===== src/rtl/stream_demux_1_n.sv =====
// stream_demux_1_n: registered 1-to-N stream demultiplexer with valid/ready.
// A single holding register sits between the producer and N_CH consumer
// channels. Words whose select is >= N_CH are accepted and discarded, and
// each one is counted in a saturating drop counter.
//
// Optional build macro STREAM_DEMUX_ZERO_IDLE_EN:
//   defined   - an out_data slice shows hold_data only while its channel is
//               valid, and all zeros otherwise.
//   undefined - every out_data slice carries hold_data (shared bus).
//               Consumers must qualify the data with out_valid.
module stream_demux_1_n #(
  parameter int DATA_W = 8,
  parameter int N_CH   = 8,
  parameter int SEL_W  = 3,
  parameter int CNT_W  = 8
) (
  input  logic                     clk,
  input  logic                     rst,
  input  logic                     in_valid,
  output logic                     in_ready,
  input  logic [DATA_W-1:0]        in_data,
  input  logic [SEL_W-1:0]         in_sel,
  output logic [N_CH-1:0]          out_valid,
  input  logic [N_CH-1:0]          out_ready,
  output logic [N_CH*DATA_W-1:0]   out_data,
  output logic                     drop_pulse,
  output logic [CNT_W-1:0]         drop_cnt
);

  // One extra bit so that N_CH == 2**SEL_W is still representable.
  localparam logic [SEL_W:0] N_CH_L = (SEL_W+1)'(N_CH);

  logic                    hold_valid;
  logic [SEL_W-1:0]        hold_sel;
  logic [DATA_W-1:0]       hold_data;

  logic [2**SEL_W-1:0]     ready_ext;
  logic                    sel_ok;
  logic                    accept;
  logic                    drop;
  logic                    drain;

  // Zero-extend the ready vector so that it can be indexed by the full select range.
  always_comb begin
    ready_ext            = '0;
    ready_ext[N_CH-1:0]  = out_ready;
  end

  assign sel_ok   = ({1'b0, in_sel} < N_CH_L);
  assign drain    = hold_valid && ready_ext[hold_sel];
  assign in_ready = !hold_valid || ready_ext[hold_sel];
  assign accept   = in_valid && in_ready;
  assign drop     = accept && !sel_ok;

  // Holding register: reload on an in-range accept (even while draining), otherwise empty on drain.
  always_ff @(posedge clk or posedge rst) begin
    if (rst) begin
      hold_valid <= 1'b0;
      hold_sel   <= '0;
      hold_data  <= '0;
    end else if (accept && sel_ok) begin
      hold_valid <= 1'b1;
      hold_sel   <= in_sel;
      hold_data  <= in_data;
    end else if (drain) begin
      hold_valid <= 1'b0;
    end
  end

  // Drop accounting: one-cycle pulse per discarded word, and a counter that saturates at all-ones.
  always_ff @(posedge clk or posedge rst) begin
    if (rst) begin
      drop_pulse <= 1'b0;
      drop_cnt   <= '0;
    end else begin
      drop_pulse <= drop;
      if (drop && (drop_cnt != {CNT_W{1'b1}})) begin
        drop_cnt <= drop_cnt + CNT_W'(1);
      end
    end
  end

  // Per-channel valid decode from the holding register (at most one bit set).
  always_comb begin
    out_valid = '0;
    for (int k = 0; k < N_CH; k++) begin
      out_valid[k] = hold_valid && (hold_sel == SEL_W'(k));
    end
  end

  // Output data fan-out, either gated per channel or a shared bus.
  always_comb begin
    out_data = '0;
    for (int k = 0; k < N_CH; k++) begin
`ifdef STREAM_DEMUX_ZERO_IDLE_EN
      out_data[k*DATA_W +: DATA_W] = out_valid[k] ? hold_data : '0;
`else
      out_data[k*DATA_W +: DATA_W] = hold_data;
`endif
    end
  end

endmodule

===== config.mk =====
export PLATFORM = sky130hd
export DESIGN_NAME = stream_demux_1_n
export DESIGN_NICKNAME = d
export VERILOG_FILES = /design/src/rtl/stream_demux_1_n.sv
export SDC_FILE = /design/constraint.sdc
export NUM_CORES = 1
export LEC_CHECK = 0
export ABC_AREA = 1
export BUFFER_PORTS_ARGS = -buffer_cell sky130_fd_sc_hd__buf_4
export CELL_PAD_IN_SITES_DETAIL_PLACEMENT = 0
export CELL_PAD_IN_SITES_GLOBAL_PLACEMENT = 1
export CORE_MARGIN = 1.5
export CORE_UTILIZATION = 26
export CTS_CLUSTER_SIZE = 28
export DETAILED_ROUTE_END_ITERATION = 8
export GPL_ROUTABILITY_DRIVEN = 0
export PLACE_DENSITY = 0.94
export SYNTH_ARGS = -nofsm -noshare
export SYNTH_HDL_FRONTEND = slang
export SYNTH_SLANG_ARGS = --single-unit

===== constraint.sdc =====
create_clock -name clk -period 3.9 [get_ports clk]
set_input_delay 0 -clock clk [delete_from_list [all_inputs] [get_ports clk]]
set_output_delay 0 -clock clk [all_outputs]
set_load 0.1 [all_outputs]

* Word-level counts from Yosys, hierarchy flattened *
Index checks and enable logic that the tools add are counted.

storage, ports and cells
  register bits after elaboration = 12
  output and inout port bits = 82
  word-level logic and storage cells = 29
  input bits = 22

cells by class
  order comparisons = 1
  muxes and demuxes = 4
  reduce and logical (&&, ||, !) cells = 14
  equal/unequal tests = 7

operators with widths
  cell                                                        count
  equality test 3 bit, second input constant                  4
  logical AND 1 bit                                           10
  equality test 3 x 2 -> 1 bit, second input constant         2
  less-than comparator 3 x 4 -> 1 bit, second input constant  1
  binary-select mux 1 bit (select 3 bit)                      1
  equality test 3 x 1 -> 1 bit, second input constant         1
  zero test 3 bit                                             1
  two-way mux 1 bit                                           3
  nonzero test 2 bit                                          1
  zero test 1 bit                                             1
  logical OR 1 bit                                            1

* Depth between registers and ports, before layout *
  depth in word-level cells = 5
  mapped depth = 10
  gate-level depth less buffers = 8

* Worst setup path before layout *
Ideal clock, no wire load.

  path type = register -> output
  start point = register hold_sel[1]
  end point = output out_valid[0]
  cell stages (with the launch flop) = 5
  slack = 2.004 ns
  data arrival time = 1.896 ns
  cells stage by stage = dfrtp_1 -> buf_6 -> nor2_4 -> inv_2 -> nor2_1

between the ends
  cells in the longest elaborated chain, start to end = 2

RTL lines
  what                    line  source
  start, declared         34    logic [SEL_W-1:0] hold_sel;
  start signal, assigned  63    hold_sel <= in_sel;
  zero test 3 bit         87    out_valid[k] = hold_valid && (hold_sel == SEL_W'(k));
  logical AND 1 bit       87
  end, declared           23    output logic [N_CH-1:0] out_valid,

Every way passes these cells.

* Worst setup path after layout *
  start point = register hold_sel[1]
  end point = output in_ready

between the ends
  cells in the longest elaborated chain, start to end = 3

RTL lines
  what                                     line  source
  binary-select mux 1 bit (select 3 bit)   51    assign in_ready = !hold_valid || ready_ext[hold_sel];
  two-way mux 1 bit (not written as such)  51
  logical OR 1 bit                         51
  end, declared                            20    output logic in_ready,

Every way passes these cells. The select of a mux whose other input is x is not followed.

==> impl_results.rst <==
.. list-table::
   :header-rows: 1

   * - Metric
     - Value
   * - Leading cell types in the layout, fill and taps excluded
     - 94 x sky130_fd_sc_hd__buf_4, 29 x sky130_fd_sc_hd__nand2_1, 12 x sky130_fd_sc_hd__dfrtp_1, 11 x sky130_fd_sc_hd__nand4_1
   * - Sequential cell area fraction in the yosys report
     - 25.4%
   * - HP Class
     - in2reg
   * - Most common library cell in the layout ignoring fill and taps
     - sky130_fd_sc_hd__buf_4
   * - Post-Synth XOR/XNOR Area
     - 0%
   * - Violation count after the first detailed-route iteration
     - 19
   * - Endpoint kind of the worst setup timing path
     - output port
   * - Number of setup violations in the final report
     - 0
   * - Data arrival time of the critical path
     - 1730 ps
   * - Routed via count divided by cell count
     - 3.96
   * - Final period utilization
     - 44.5%
   * - Floorplan die area
     - 4960 um^2
   * - Top fanout value on the critical path
     - 13
   * - Fmax
     - 576 MHz
   * - Number of placement rows
     - 24
   * - Main combinational cell family by area after synthesis
     - buffers and inverters
   * - Initial Util
     - 27.2%
   * - Number of library cell types mapped by synthesis
     - 17
   * - Total half-perimeter wirelength after legalization and detailed placement
     - 2060 um
   * - Die Width
     - 70.4 um
   * - Largest net degree at the start of global routing
     - 14
   * - Final hold violation count
     - 0
   * - Final wirelength
     - 2570 um
   * - Final design instance area without fill
     - 1500 um^2
   * - Number of max-cap violations
     - 0
   * - Number of DRC violations after detailed routing
     - 0
   * - Layout cell share with drive strength beyond 1
     - 56.3%
   * - Cells after Synth
     - 157
   * - Status
     - completed
   * - Post-CTS clock slew at the launch and capture registers of the worst setup and hold paths
     - 50 ps
   * - Clock insertion delay at the later pin of the skew report
     - 230 ps
   * - Number of iterations in the first detailed-routing pass
     - 4
   * - Multiplexer area fraction after synthesis
     - 0%
   * - Cell area reported after detailed placement
     - 1450 um^2
   * - Category of the most critical setup path
     - reg2out
   * - Synth-to-Final Area Change
     - 26.7%
   * - H-tree depth
     - 1
   * - Overflow left after global routing
     - 0
   * - Total vias in the final route
     - 967
   * - Number of buffers inserted by post-CTS setup repair
     - 0
   * - Number of cells on the worst reg-to-reg path
     - 8
   * - Required time worst endpoint
     - 3900 ps
   * - Arithmetic-cell share of the synthesized area counting full adders, half adders and majority gates
     - 0%
   * - Die H
     - 70.4 um
   * - Clock tree from TritonCTS
     - yes
   * - Clock tree skew after final layout
     - 1.63 ps
   * - Setup repair after global routing missed its margin
     - no
   * - Final routed wire length divided by cell count
     - 10.5 um
   * - Flop and latch count out of synthesis
     - 12
   * - Number of antenna cells inserted
     - 0
   * - CTS max path bufs
     - 2
   * - Vias in the first global route
     - 803
   * - Max Transition Viols Final
     - 0
   * - Number of antenna violations at the first check in global routing
     - 0
   * - Compound-cell area share of the yosys netlist
     - 0.423%
   * - Clock buffers created by TritonCTS
     - 3
   * - Total Routing Usage GR
     - 9.37%
   * - Number of stages on the worst hold path
     - 3
   * - Final layout net count
     - 216
   * - Post-synthesis instance area
     - 1180 um^2
   * - Sinks on the clock net
     - 12
   * - Boundary Pins
     - 104
   * - Synth warn
     - 0
   * - CTS root buf
     - sky130_fd_sc_hd__clkbuf_8
   * - Clock period minus worst slack
     - 1730 ps
   * - Core region area
     - 4350 um^2
   * - Setup TNS
     - 0 ps
   * - Antenna Nets Post-Route
     - 0
   * - Mean cell area of the mapped netlist
     - 7.53 um^2
   * - Launching element type of the critical path
     - flip-flop
   * - Wire length of the first global-routing pass
     - 3710 um
   * - Post-synthesis share of cell area spent on and, or, nand and nor gates
     - 25.9%
   * - Port Buffer Count
     - 94
==> cells by family (layout without fill, tap and decap cells) <==
| group | after synthesis | after routing |
|---|---|---|
| buffers and inverters | 79 | 106 |
| AND/OR/NAND/NOR | 64 | 64 |
| flip-flops | 12 | 12 |
| AO/OA/AOI/OAI | 1 | 1 |
| other | 1 | 9 |
==> through the flow <==
stage               worst slack [ps]  utilization (%)  hold WS, ps  cells
floorplan                       2000                -         -135    165
global placement                2340             33.2         32.5    240
detailed placement              2310             33.2         40.7    240
CTS                             2140             34.4         21.4    244
global route                    2020             34.4         24.0    244
finish                          2170             34.4         20.9    244
==> critical path, cell delays in order (launching register included) <==
cell	delay, ps
sky130_fd_sc_hd__dfrtp_1	490
sky130_fd_sc_hd__inv_2	110
sky130_fd_sc_hd__nand2_2	60
sky130_fd_sc_hd__nor2_2	100
sky130_fd_sc_hd__nor2_2	50
sky130_fd_sc_hd__nand2_2	190
sky130_fd_sc_hd__and2_1	190
sky130_fd_sc_hd__buf_4	300
==> per-layer routing <==
layer | GRT usage [%] | wire (um)
met1 | 11.1 | 990
met2 | 16.0 | 1310
met3 | 3.17 | 263
met4 | 2.56 | 16
met5 | 0 | 0
==> Yosys cell counts <==
master                      n  share of area, %
sky130_fd_sc_hd__conb_1     1              0.32
sky130_fd_sc_hd__dfrtp_1   12                25
sky130_fd_sc_hd__and2_1     1              0.53
sky130_fd_sc_hd__buf_6      2               1.9
sky130_fd_sc_hd__nor2_4     1              0.95
sky130_fd_sc_hd__a21oi_1    1              0.42
sky130_fd_sc_hd__nand2_1   29               9.2
sky130_fd_sc_hd__nor2_2     3               1.6
sky130_fd_sc_hd__inv_1      5               1.6
sky130_fd_sc_hd__nand3_1    6               2.5
sky130_fd_sc_hd__inv_2      3              0.95
sky130_fd_sc_hd__buf_4     68                43
sky130_fd_sc_hd__nand3_2    1              0.85
sky130_fd_sc_hd__clkbuf_1   1              0.32
sky130_fd_sc_hd__nand2_2    3               1.6
sky130_fd_sc_hd__nor2_1     9               2.9
sky130_fd_sc_hd__nand4_1   11               5.8
==> registers in the layout, summed over array words and instances (netlist names) <==
signal / count
hold_data: 8
hold_sel: 3
hold_valid: 1
==> final timing paths <==
kind | start | endpoint | slack (ps)
max | hold_sel[1]$_DFFE_PP0P_ | in_ready | 2170
min | in_data[6] | hold_data[6]$_DFFE_PP0P_ | 20
max reg2reg | hold_sel[1]$_DFFE_PP0P_ | hold_sel[2]$_DFFE_PP0P_ | 2320
min reg2reg | hold_sel[2]$_DFFE_PP0P_ | hold_sel[2]$_DFFE_PP0P_ | 550
max in group asynchronous | rst | hold_data[2]$_DFFE_PP0P_ | 3260
min in group asynchronous | rst | hold_sel[0]$_DFFE_PP0P_ | 340
==> area by class of cell <==
type / count / area (um^2)
Multi-Input combinational cell: 74 / 345
Tap cell: 52 / 65.1
Timing Repair Buffer: 95 / 716
Clock buffer: 3 / 41.3
Sequential cell: 12 / 300
Fill cell: 457 / 2860
Inverter: 8 / 30.0
==> what timing repair did <==
item	in CTS	in global routing
endpoints found under the hold margin	12	0
gates resized for setup	0	0
hold buffers	1	0
Power is not shown: default switching activity piles up to over one toggle a cycle in this logic, so the estimate is an artifact.
